<file path="config.mk">
export PLATFORM = sky130hd
export DESIGN_NAME = param_stack
export DESIGN_NICKNAME = d
export VERILOG_FILES = /design/src/rtl/param_stack.sv
export SDC_FILE = /design/constraint.sdc
export NUM_CORES = 1
export LEC_CHECK = 0
export CAP_MARGIN = 20
export CORE_ASPECT_RATIO = 0.8
export CORE_MARGIN = 3
export CORE_UTILIZATION = 51
export CTS_CLUSTER_DIAMETER = 100
export DETAILED_ROUTE_END_ITERATION = 12
export GPL_TIMING_DRIVEN = 0
export PLACE_DENSITY = 0.78
export SYNTH_ARGS = -nofsm -noshare
export SYNTH_HDL_FRONTEND = slang
export SYNTH_SLANG_ARGS = --single-unit
</file>
<file path="constraint.sdc">
create_clock -name clk -period 3.1 [get_ports clk]
set_clock_uncertainty 0.15 [all_clocks]
set_input_delay 0.31 -clock clk [delete_from_list [all_inputs] [get_ports clk]]
set_output_delay 0.31 -clock clk [all_outputs]
set_load 0.03 [all_outputs]
</file>
<file path="src/rtl/param_stack.sv">
// Parametrised LIFO stack with replace-top, peek, occupancy and over/underflow pulses.
// Optional high-water-mark register and port are enabled by defining STACK_HWM_EN.
module param_stack #(
  parameter int WIDTH = 8,
  parameter int DEPTH = 4,
  localparam int CW = $clog2(DEPTH + 1)
) (
  input  logic             clk,
  input  logic             nrst,
  input  logic             clr,
  input  logic             push,
  input  logic             pop,
  input  logic [WIDTH-1:0] din,
  output logic [WIDTH-1:0] dout,
  output logic             dout_valid,
  output logic [WIDTH-1:0] top,
  output logic [CW-1:0]    count,
  output logic             full,
  output logic             empty,
  output logic             ovf,
`ifdef STACK_HWM_EN
  output logic [CW-1:0]    hwm,
`endif
  output logic             udf
);
  localparam int AW = (DEPTH > 1) ? $clog2(DEPTH) : 1;

  logic [WIDTH-1:0] r_mem [DEPTH];
  logic [CW-1:0]    r_count;
  logic [WIDTH-1:0] r_dout;
  logic             r_dv;
  logic             r_ovf;
  logic             r_udf;

  logic [CW-1:0]    w_cnt_m1;
  logic [AW-1:0]    w_wr_idx;
  logic [AW-1:0]    w_top_idx;
  logic             w_full;
  logic             w_empty;
  logic             w_repl;
  logic             w_push_ok;
  logic             w_pop_ok;
  logic [CW-1:0]    w_cnt_nxt;

  assign w_cnt_m1  = r_count - CW'(1);
  assign w_wr_idx  = r_count[AW-1:0];
  assign w_top_idx = w_cnt_m1[AW-1:0];
  assign w_full    = (r_count == CW'(DEPTH));
  assign w_empty   = (r_count == '0);

  // Push&pop on an empty stack degrades to a plain push.
  assign w_repl    = !clr && push && pop && !w_empty;
  assign w_push_ok = !clr && push && !w_repl && !w_full;
  assign w_pop_ok  = !clr && pop && !push && !w_empty;

  always_comb begin
    w_cnt_nxt = r_count;
    if (clr)            w_cnt_nxt = '0;
    else if (w_push_ok) w_cnt_nxt = r_count + CW'(1);
    else if (w_pop_ok)  w_cnt_nxt = w_cnt_m1;
  end

  always_ff @(posedge clk) begin
    if (w_repl)         r_mem[w_top_idx] <= din;
    else if (w_push_ok) r_mem[w_wr_idx]  <= din;
  end

  always_ff @(posedge clk or negedge nrst) begin
    if (!nrst) begin
      r_count <= '0;
      r_dout  <= '0;
      r_dv    <= 1'b0;
      r_ovf   <= 1'b0;
      r_udf   <= 1'b0;
    end else begin
      r_count <= w_cnt_nxt;
      r_dv    <= w_repl || w_pop_ok;
      r_ovf   <= !clr && push && !pop && w_full;
      r_udf   <= !clr && pop && !push && w_empty;
      if (w_repl || w_pop_ok) r_dout <= r_mem[w_top_idx];
    end
  end

`ifdef STACK_HWM_EN
  logic [CW-1:0] r_hwm;
  always_ff @(posedge clk or negedge nrst) begin
    if (!nrst)                  r_hwm <= '0;
    else if (clr)               r_hwm <= '0;
    else if (w_cnt_nxt > r_hwm) r_hwm <= w_cnt_nxt;
  end
  assign hwm = r_hwm;
`endif

  assign dout       = r_dout;
  assign dout_valid = r_dv;
  assign top        = w_empty ? '0 : r_mem[w_top_idx];
  assign count      = r_count;
  assign full       = w_full;
  assign empty      = w_empty;
  assign ovf        = r_ovf;
  assign udf        = r_udf;
endmodule

</file>
After elaboration in Yosys (flattened, before gate mapping)

Memory sizes are Yosys's and may differ from the RTL's.
Index checks and enable logic that the tools add are counted.
Widths: inputs -> output; s select.

Word-level logic and storage cells: 42
RAM bits: 32
Memories kept: 1
Register bits: 14
Output and inout bits: 24
Bits of input ports: 13

Memory list:

| memory | words | bits a word | rd ports | clocked after memory_dff | wr ports | RTL line | RTL |
|---|---|---|---|---|---|---|---|
| r_mem  | 4     | 8           | 1        | 0                        | 1        | 28       | `logic [WIDTH-1:0] r_mem [DEPTH];` |

Equal/unequal tests: 1
$add $sub $neg: 2
Reduce and logical (&&, ||, !) cells: 21
Mux-type cells: 12

Operators by type and width:

| operator            | count |
|---|---|
| $mux 8              | 2 |
| $logic_and 1x1->1   | 11 |
| $mux 3              | 3 |
| $reduce_or 8->1     | 1 |
| $logic_not 1->1     | 6 |
| $mux 1              | 6 |
| $add 3x1->3 const B | 1 |
| $eq 3x3->1 const B  | 1 |
| $logic_not 3->1     | 1 |
| $reduce_bool 3->1   | 1 |
| $sub 3x1->3 const B | 1 |
| $mux 2              | 1 |
| $logic_or 1x1->1    | 1 |

Logic depth before layout (Yosys ltp)

Word-level depth: 12
Depth in mapped cells: 8
Mapped depth without buffers: 6

Worst setup path before layout

OpenSTA, ideal clock, no wires.

Path type: register -> register
Start: reg r_count[0] (netlist: count[0])
End: mem r_mem[2][0], enable pin
Setup slack: 0.375 ns
Data arrival time: 2.205 ns
Required time: 2.580 ns
Setup time: 0.370 ns
Period minus slack after synthesis: 2.725 ns
Cell stages (with the launch flop): 8
Path through: dfrtp_1 -> buf_6 -> inv_1 -> ha_1 -> mux2_2 -> nor2_1 -> a21oi_1 -> nor2_1

Cells in the longest elaborated chain, start to end: 11
Elaborated cells on any way between the ends: 17

RTL lines:

| what                                       | RTL line | RTL |
|---|---|---|
| start, declared                            | 29       | `logic [CW-1:0] r_count;` |
| start signal, assigned                     | 76       | `r_count <= w_cnt_nxt;` |
| $logic_not 3->1                            | 49       | `assign w_empty = (r_count == '0);` |
| $logic_not 1->1                            | 52       | `assign w_repl = !clr && push && pop && !w_empty;` |
| $logic_and 1x1->1                          | 52       |  |
| $logic_not 1->1                            | 53       | `assign w_push_ok = !clr && push && !w_repl && !w_full;` |
| $logic_and 1x1->1 (2 in a row)             | 53       |  |
| $mux 1                                     | 65       | `else if (w_push_ok) r_mem[w_wr_idx] <= din;` |
| $mux 1                                     | 64       | `if (w_repl) r_mem[w_top_idx] <= din;` |
| $mux 1 (implied by the code)               | 65       |  |
| $reduce_or 8->1 (no line)                  | --       |  |
| $mux 2 (no line) or $mux 1 (tied branches) | --       |  |
| end, declared                              | 28       |  |

Several ways; a longest one is shown, not always the timed one.

Worst setup path after layout

Start: reg r_count[0] (netlist: count[0])
End: mem r_mem[2][4], enable pin

The elaborated chain is that of the path after synthesis.

==> summary.md <==
| Metric | Value |
|---|---|
| Syn avg cell area | `16.4 sq um` |
| Fmax | `362 MHz` |
| Area contributors post-synth | `edfxtp_1, dfrtp_1, mux4_2` |
| Gr ovfl total | `0` |
| Clock buffer count from CTS | `5` |
| Initial core utilization | `0.555` |
| Wire length per cell | `17.6 um` |
| Pre-CTS setup slack | `-0.184 ns` |
| Clk root buf | `clkbuf_8` |
| Tot Pwr | `2.56 mW` |
| First-pass GRT wire length | `5.66 mm` |
| Chip width | `75.7 um` |
| Layout area overhead | `26.5%` |
| Outcome | `completed` |
| Post-Syn Area | `1980 sq um` |
| #FFs+latches synth | `46` |
| CTS tree | `done` |
| DRC marker count from the first detailed-route iteration | `61` |
| DRC | `0` |
| Clk slew on worst S/H paths | `0.09 ns` |
| Tcrit/Tclk final | `0.891` |
| TritonCTS Sinks | `46` |
| Fin crit period | `2.76 ns` |
| Crit path largest cell delay | `0.48 ns` |
| Clk buf depth | `2` |
| Total global-route track usage | `0.173` |
| Hold violation total from the final report | `0` |
| Post-synth top area cell | `edfxtp_1` |
| Number of global-route vias before repair | `1,120` |
| Die height | `61.7 um` |
| Crit start category | `register` |
| Crit path required time | `2.88 ns` |
| Setup crit end kind | `register` |
| GP Congestion | `0.786` |
| Filler instances | `222` |
| Critical path cell sequence | `buf_6 > inv_1 > ha_4 > mux2_2 > nor2_1 > a21oi_1 > nor2_2` |
| RSZ-0062 raised after global routing | `false` |
| Setup CP Type | `reg -> reg` |
| Slew headroom | `0.440` |
| Yosys cell types | `33` |
| Sequential fraction of the synthesis area | `0.662` |
| Worst Path Max Fanout | `10` |
| Routed wire length | `3.60 mm` |
| Initial antenna violation count | `0` |
| Nets | `178` |
| Final Setup Violations | `0` |
| Num rows | `19` |
| CP max stage cell | `dfrtp_2` |
| Max IR drop VDD | `464 uV` |
| Syn_nets | `137` |
| # Post-CTS Setup Buffers | `0` |
| Worst-margin pin slew | `0.837 ns` |
| Post-synth EDFFs | `32` |
| Worst-Skew Late Latency | `0.29 ns` |
| Post-DP HPWL | `2.65 mm` |
| Largest net degree at the start of global routing | `15` |
| Hold_buf cts | `0` |
| Ports | `37` |
| # H-tree levels | `2` |
| Core Box Area | `3570 sq um` |
| Ant diodes | `0` |
| Leakage power | `1.01 nW` |
| Hold Crit Class | `in -> reg` |
| Vias/cell | `5.60` |
| Post-synth top cells | `edfxtp_1, dfrtp_1, and2_1, mux2_2` |
| Ys async rst share | `0.304` |
| Antenna viol nets, final | `0` |
| Number of max-cap violations | `0` |
| Main synth FF type | `edfxtp_1` |
| Cells after Synth | `121` |
| Pwr per Cell Area | `1020 nW/um^2` |
| IO Port Bufs | `35` |
| Crit path setup slack, layout | `0.339 ns` |
| Total number of vias | `1,147` |
| Die area | `4670 sq um` |
| DRT Pass-1 Iters | `4` |
| Top-area cell type share of the netlist area | `0.485` |
| Slew Limit Fails | `0` |
| Critical Path AT | `2.54 ns` |
| Count leader, synth | `edfxtp_1` |
| YS warnings | `0` |
| Share of cells above drive strength 1 | `0.209` |
==> cells by family (layout without fill, tap and decap cells) <==
family          after synthesis  after routing  synth area share
flops                        46             46             0.662
compound gates               13             13            0.0518
buf+inv                       9             51            0.0234
simple gates                 30             30            0.0859
xor+xnor                      2              2           0.00885
mux                          18             18             0.149
fa+ha+maj                     3              3            0.0190
==> layout by cell type (no fill, tap or decap), drive strengths merged <==
master	n
a21o	2
inv	4
dfrtp	14
nor2	8
xnor2	1
a21oi	2
mux4	8
edfxtp	32
o21ai	3
nor3	3
clkinv	2
o31ai	1
o41ai	1
a221o	1
clkdlybuf4s50	27
and3	2
mux2	9
nor2b	3
clkbuf	7
buf	3
ha	3
a22oi	1
and2	9
a311oi	1
xor2	1
mux2i	1
nor3b	1
a21boi	1
dlymetal6s2s	8
nand2b	3
nand2	1
==> critical path: cells and delay by family, from the launching register on <==
kind,cells,cell delay (ns)
and+or+nand+nor,2,0.70
DFF,1,0.48
buffers and inverters,2,0.33
adders and majority gates,1,0.19
muxes,1,0.37
AOI/OAI and AO/OA,1,0.18
==> power breakdown <==
| part | switching, mW | total (mW) | internal, mW | leakage (nW) |
|---|---|---|---|---|
| Clock | 0.189 | 0.348 | 0.159 | 0.0452 |
| Sequential | 0.0646 | 0.856 | 0.791 | 0.463 |
| Combinational | 0.746 | 1.36 | 0.613 | 0.501 |
==> layout make-up <==
cell class | count | area, sq um | share of cell area
sequential | 46 | 1310 | 0.524
multi-input combinational | 66 | 641 | 0.256
timing repair buffer | 35 | 370 | 0.148
clock buffer | 6 | 72.6 | 0.0290
tap | 42 | 52.6 | 0.0210
buffer | 4 | 28.8 | 0.0115
inverter | 4 | 15.0 | 0.00599
clock inverter | 2 | 13.8 | 0.00549
==> state kept, by name, indices dropped and copies added (netlist names) <==
signal and cells:
r_mem 32, dout 8, count 3, dout_valid 1, ovf 1, udf 1
==> repair_timing <==
item	CTS	global route
resized for setup	3	12
setup endpoints to repair	24	16
gates cloned	0	0
==> metrics by stage <==
stage	instance area (sq um)	hold WS, ns	setup TNS (ns)	utilization	cells
detailed placement	2380	0.348	-1.43	0.668	198
finish	2510	0.184	0	0.703	205
floorplan	1980	-0.136	0	-	121
global placement	2380	0.341	-0.853	0.668	198
global route	2510	0.194	0	0.703	205
CTS	2480	0.174	0	0.695	205
==> per-layer routing <==
layer	up-vias	track usage	part of all wire
li1	537	-	-
met1	560	0.243	0.45
met2	48	0.267	0.47
met3	2	0.0482	0.071
met4	0	0.0524	0.0039
met5	-	0	0
==> worst paths after layout <==
kind | start | endpoint | slack (ns) | cells after the start
hold / removal | clr | count[1] | 0.18 | 2
setup reg to reg | count[0] | r_mem[2][4] | 0.34 | 7
min in group asynchronous | nrst | count[1] | 0.27 | 1
setup / recovery | count[0] | r_mem[2][4] | 0.34 | 7
max in group asynchronous | nrst | count[0] | 2.08 | 1
hold reg to reg | dout[1] | dout[1] | 0.36 | 1
Note: power is estimated with default switching activity, not from simulation.
